## src/rtl/multicycle_controller.sv

```systemverilog
// Multicycle control FSM for an RV32 subset (R, I, LOAD, STORE, BRANCH, LUI, JAL).
// Define CTRL_TIMEOUT_EN to fault after MEM_TIMEOUT consecutive memory wait cycles.

// state     | meaning
// FETCH     | request instruction, load IR on mem_ready
// DECODE    | check opcode legality
// EXECUTE   | ALU op; branches resolve and retire here
// MEMORY    | data access for LOAD/STORE; STORE retires here
// WRITEBACK | register write and PC update
// FAULT     | sticky error, left only by reset
module multicycle_controller #(
  parameter int MEM_TIMEOUT = 16
) (
  input  logic        clk,
  input  logic        reset,
  input  logic [31:0] instruction,
  input  logic        mem_ready,
  input  logic        branch_taken,
  output logic        mem_req,
  output logic        MemRW,
  output logic        IRWEn,
  output logic [2:0]  ImmSel,
  output logic        Bsel,
  output logic [3:0]  ALUSel,
  output logic [2:0]  branch_type,
  output logic        RegWEn,
  output logic [1:0]  WBSel,
  output logic        PCWEn,
  output logic [1:0]  pc_sel,
  output logic        fault,
  output logic [2:0]  state
);

  typedef enum logic [2:0] {
    FETCH     = 3'd0,
    DECODE    = 3'd1,
    EXECUTE   = 3'd2,
    MEMORY    = 3'd3,
    WRITEBACK = 3'd4,
    FAULT     = 3'd5
  } state_t;

  localparam logic [6:0] OP_R      = 7'b0110011;
  localparam logic [6:0] OP_I      = 7'b0010011;
  localparam logic [6:0] OP_LOAD   = 7'b0000011;
  localparam logic [6:0] OP_STORE  = 7'b0100011;
  localparam logic [6:0] OP_BRANCH = 7'b1100011;
  localparam logic [6:0] OP_LUI    = 7'b0110111;
  localparam logic [6:0] OP_JAL    = 7'b1101111;

  if (MEM_TIMEOUT < 1 || MEM_TIMEOUT > 255) begin : g_bad_timeout
    $error("MEM_TIMEOUT must be within 1..255");
  end

  state_t     cur, nxt;
  logic [6:0] opcode;
  logic [2:0] funct3;
  logic       funct7_b5;
  logic       timed_out;
  logic       unused_instr;

  assign unused_instr = ^{instruction[31], instruction[29:15], instruction[11:7]};

  always_ff @(posedge clk or posedge reset) begin
    if (reset) begin
      opcode    <= '0;
      funct3    <= '0;
      funct7_b5 <= 1'b0;
    end else if (cur == FETCH && mem_ready) begin
      opcode    <= instruction[6:0];
      funct3    <= instruction[14:12];
      funct7_b5 <= instruction[30];
    end
  end

  logic is_r, is_i, is_ld, is_st, is_br, is_lui, is_jal, legal;
  assign is_r   = (opcode == OP_R);
  assign is_i   = (opcode == OP_I);
  assign is_ld  = (opcode == OP_LOAD);
  assign is_st  = (opcode == OP_STORE);
  assign is_br  = (opcode == OP_BRANCH);
  assign is_lui = (opcode == OP_LUI);
  assign is_jal = (opcode == OP_JAL);
  assign legal  = is_r | is_i | is_ld | is_st | is_br | is_lui | is_jal;

`ifdef CTRL_TIMEOUT_EN
  localparam int CW = $clog2(MEM_TIMEOUT + 1);
  localparam logic [CW-1:0] WAIT_TC = CW'(MEM_TIMEOUT - 1);

  logic [CW-1:0] wait_cnt;
  logic          waiting;

  assign waiting   = (cur == FETCH || cur == MEMORY) && !mem_ready;
  assign timed_out = waiting && (wait_cnt == WAIT_TC);

  // Any state change or completed access restarts the count.
  always_ff @(posedge clk or posedge reset) begin
    if (reset) wait_cnt <= '0;
    else if (waiting && nxt == cur) wait_cnt <= wait_cnt + 1'b1;
    else wait_cnt <= '0;
  end
`else
  assign timed_out = 1'b0;
`endif

  always_ff @(posedge clk or posedge reset) begin
    if (reset) cur <= FETCH;
    else cur <= nxt;
  end

  always_comb begin
    nxt = cur;
    case (cur)
      FETCH: begin
        if (mem_ready) nxt = DECODE;
        else if (timed_out) nxt = FAULT;
      end
      DECODE:  nxt = legal ? EXECUTE : FAULT;
      EXECUTE: begin
        if (is_br) nxt = FETCH;
        else if (is_ld || is_st) nxt = MEMORY;
        else nxt = WRITEBACK;
      end
      MEMORY: begin
        if (mem_ready) nxt = is_st ? FETCH : WRITEBACK;
        else if (timed_out) nxt = FAULT;
      end
      WRITEBACK: nxt = FETCH;
      FAULT:     nxt = FAULT;
      default:   nxt = FAULT;
    endcase
  end

  logic [2:0] imm_fmt;
  logic [3:0] alu_op;
  logic       alu_q;

  always_comb begin
    imm_fmt = 3'b111;
    if (is_i || is_ld) imm_fmt = 3'b000;
    else if (is_st)    imm_fmt = 3'b001;
    else if (is_br)    imm_fmt = 3'b010;
    else if (is_lui)   imm_fmt = 3'b011;
    else if (is_jal)   imm_fmt = 3'b100;
  end

  // funct7[5] selects SUB/SRA; only shifts qualify it for immediates.
  always_comb begin
    alu_q  = 1'b0;
    alu_op = 4'b0000;
    if (is_r) begin
      alu_q  = funct7_b5 && (funct3 == 3'b000 || funct3 == 3'b101);
      alu_op = {alu_q, funct3};
    end else if (is_i) begin
      alu_q  = funct7_b5 && (funct3 == 3'b101);
      alu_op = {alu_q, funct3};
    end else if (is_br) begin
      alu_op = 4'b1000;
    end
  end

  always_comb begin
    mem_req     = 1'b0;
    MemRW       = 1'b0;
    IRWEn       = 1'b0;
    ImmSel      = 3'b111;
    Bsel        = 1'b0;
    ALUSel      = 4'b0000;
    branch_type = 3'b000;
    RegWEn      = 1'b0;
    WBSel       = 2'b00;
    PCWEn       = 1'b0;
    pc_sel      = 2'b00;
    fault       = 1'b0;
    if (!reset) begin
      if (cur inside {DECODE, EXECUTE, MEMORY, WRITEBACK}) begin
        ImmSel      = imm_fmt;
        Bsel        = is_i | is_ld | is_st | is_lui | is_jal;
        ALUSel      = alu_op;
        branch_type = is_br ? funct3 : 3'b000;
      end
      case (cur)
        FETCH: begin
          mem_req = 1'b1;
          IRWEn   = mem_ready;
        end
        EXECUTE: begin
          if (is_br) begin
            PCWEn  = 1'b1;
            pc_sel = branch_taken ? 2'b01 : 2'b00;
          end
        end
        MEMORY: begin
          mem_req = 1'b1;
          MemRW   = is_st;
          PCWEn   = is_st && mem_ready;
        end
        WRITEBACK: begin
          RegWEn = 1'b1;
          PCWEn  = 1'b1;
          WBSel  = is_ld ? 2'b01 : (is_jal ? 2'b10 : 2'b00);
          pc_sel = is_jal ? 2'b10 : 2'b00;
        end
        FAULT:   fault = 1'b1;
        default: ;
      endcase
    end
  end

  assign state = cur;

endmodule

```

## config.mk

```make
export PLATFORM = sky130hd
export DESIGN_NAME = multicycle_controller
export DESIGN_NICKNAME = d
export VERILOG_FILES = /design/src/rtl/multicycle_controller.sv
export SDC_FILE = /design/constraint.sdc
export NUM_CORES = 1
export LEC_CHECK = 0
export CAP_MARGIN = 30
export CORE_MARGIN = 5
export CORE_UTILIZATION = 34
export DETAILED_ROUTE_END_ITERATION = 16
export PLACE_DENSITY_LB_ADDON = 0.12
export SYNTH_ARGS = -nofsm -noshare
export SYNTH_HDL_FRONTEND = slang
export SYNTH_SLANG_ARGS = --single-unit
```

## constraint.sdc

```tcl
create_clock -name clk -period 2.6 [get_ports clk]
set_input_delay 0.78 -clock clk [delete_from_list [all_inputs] [get_ports clk]]
set_output_delay 0.78 -clock clk [all_outputs]
set_load 0.02 [all_outputs]
```

==> results.yml <==
outcome:
  run_status: "complete, no violations"
die:
  fp.dieW_um: 65.0
  dieArea_mm2: 0.00422
  io_pins: 60
  core.rowCount: 20
  die_y_um: 65.0
  core_area_mm2: 0.00298
  initial_core_util: 0.345
global_route:
  grt_pass1_vias: 1148
  grt-ovfl-total: 0
  grt_pass1_wl_um: 5180
  gr-usage-all-layers: 0.157
  antenna_found_initial: 0
  grt_max_degree: 15
worst_setup_path:
  critPathCaptureType: "output port"
  worstSetupStartpoint: "reset"
  r2r_cells: 5
  cp-endpoint: "ImmSel[2]"
  crit_chain: "buf_2, nor4_4, buf_4, nand3b_1, dlygate4sd2_1"
  critPathArrivalTime_ns: 1.79
  timing.rr.end: "state[1]"
  timing.rr.start: "opcode[6]"
  path_max_fanout: 4
  worst-setup-path-type: "in2out"
  reg2reg_slack_ns: 0.56
  startpoint_type: "primary input"
  max_stage_delay_ns: 0.33
  crit_required_ns: 1.82
  critPathSlowestCell: "dlygate4sd2_1"
power:
  swShare: 0.433
  p_seq_frac: 0.266
  switchingPower_uw: 720
  p_leak_uw: 0.000777
  p_int_uw: 942
  combPwrFrac: 0.664
  clock_power_share: 0.071
  power_uw: 1660
  ir_worst_vdd_v: 0.000491
  powerDensity_mw_per_mm2: 961
synthesis:
  syn-num-nets: 156
  synth_top_cell_by_area: "dfrtp_1"
  synth_area_mm2: 0.00103
  synth-edff-count: 0
  netlist_instances: 120
  synth.top_cell.area_share: 0.341
  ys_ff_latch: 14
  synth-warning-count: 0
  synth_most_common_cell: "dfrtp_1"
  synth_cell_types: 39
  synth_common_cells: "dfrtp_1 (14), nand2_1 (11), mux2_2 (9)"
  avgSynthCellArea_um2: 8.56
  async_reset_ff_frac: 1.00
  seq_area_frac_synth: 0.341
  ys.flop_type: "dfrtp_1"
  synth_area_leaders: "dfrtp_1 (34%), mux2_2 (9.9%), and2_1 (4.9%)"
sta:
  period_needed_ns: 2.57
  finalSetupViolations: 0
  worst_slew_pin_slew_ns: 0.339
  finalHoldViolCount: 0
  setup_ws_ns: 0.0335
  slew_headroom: 0.774
  fin_crit_sh: 0.987
  maxSlewViolCount: 0
  finClkSkew_ns: 0.00684
  max_freq_mhz: 390
placed_design:
  placed_area_mm2: 0.00164
  port_buffers: 38
  dpl.hpwl_um: 2530
  gp_congestion: 0.836
  place_ws_ns: -0.903
cts:
  cts_made_buffers: 3
  clock-root-buffer: "clkbuf_4"
  cts_tree: "built"
  clk_path_buf_depth: 2
  clk_latency_ns: 0.27
  htreeDepth: 1
  cts_hold_buf: 0
  cts.clk_slew.worst_paths_ns: 0.07
  clkSinkCount: 14
final_layout:
  diodes: 0
  fill_cells: 286
  drive_gt1_frac: 0.435
  stdcell_area_mm2: 0.00173
  syn_to_final_growth_pct: 68.3
  fin_nets: 224
  multiInputGateArea_um2: 718
  seqCellArea_um2: 354
detailed_routing:
  wl_um: 3280
  routedWlPerCell_um: 15.0
  routed-wl-met3_um: 213
  drtPass1Iterations: 4
  maxUsedRoutingLayer: "met4"
  viasPerCell: 5.33
  met1_length_um: 1430
  wl_met2_um: 1600
  drc_errors: 0
  drt_iter0_markers: 64
  antenna_left: 0
  num_vias: 1168
flow_run:
  max_cap_viol_count: 0
worst_hold_path:
  hold_path.class: "reg2reg"
  hp-start: "funct7_b5"
sequential cells by signal, indices dropped and copies added (netlist names):
register   cells
funct3         3
funct7_b5      1
opcode         7
state          3
cell families (layout without fill, tap and decap cells):
family,Yosys count,after routing,synth area share
buffers and inverters,14,80,0.0609
muxes,9,9,0.0987
AOI/OAI and AO/OA,24,24,0.168
DFF,14,14,0.341
and+or+nand+nor,59,59,0.331
power groups by stage:
stage / clock [µW] / sequential (µW) / combinational, µW
5_1_grt: 129 / 456 / 1210
4_1_cts: 125 / 430 / 1040
3_5_place_dp: 0 / 429 / 978
2_1_floorplan: 0 / 428 / 527
6_report: 118 / 441 / 1100
3_3_place_gp: 0 / 420 / 952
critical path: cells and delay by family:
kind / cells / cell delay, ns
buf+inv: 3 / 0.64
simple gates: 2 / 0.37
layout make-up:
class                           instances  area share
Multi-Input combinational cell         92       0.415
Timing Repair Buffer                   71       0.330
Inverter                                6      0.0130
Sequential cell                        14       0.205
Tap cell                               33      0.0239
Clock buffer                            3      0.0130
cell usage in the layout, fill, tap and decap left out, types with 2 or more instances in the layout:
cell type,instances
nor2b_1,2
a31oi_1,3
o21ai_0,5
a21oi_1,2
and3_1,5
o21a_1,2
and2_1,7
dlygate4sd2_1,4
clkdlybuf4s50_1,15
mux2_2,9
inv_1,6
dfrtp_1,11
clkdlybuf4s15_1,3
clkbuf_2,2
nand2_1,10
dfrtp_2,3
buf_6,3
nand3b_1,2
nand4_1,2
nor3_1,3
nor4_4,2
clkbuf_4,3
and3_4,2
nor2_1,7
buf_2,9
buf_4,34
nor3b_1,2
repair_timing:
action / 4_1_cts / 5_1_grt
pin swaps: 7 / 8
setup endpoints to repair: 21 / 18
buffers inserted: 2 / 1
hold endpoints to repair: 0 / 0
gates cloned: 0 / 0
resized for setup: 77 / 26
layer usage:
metal / track usage / up-vias
li1: - / 575
met1: 0.197 / 551
met2: 0.268 / 38
met3: 0.0260 / 4
met4: 0.0554 / 0
met5: 0 / -
how the worst min path moves through the flow:
stage	endpoint	slack [ns]	cells past startpoint
detailed placement	funct7_b5	0.54	2
floorplan	funct7_b5	0.50	2
finish	funct7_b5	0.56	2
global placement	funct7_b5	0.53	2
global route	funct7_b5	0.57	2
CTS	funct7_b5	0.56	2
stage by stage:
stage	utilization	std cells	TNS, ns	hold WS (ns)
after floorplan	-	120	0	0.504
after global placement	0.551	213	-13.68	0.529
after detailed placement	0.551	213	-13.82	0.541
after CTS	0.577	218	-0.0942	0.562
after global routing	0.581	219	-0.0543	0.573
final	0.581	219	0	0.556
Note: power is estimated with default switching activity, not from simulation.
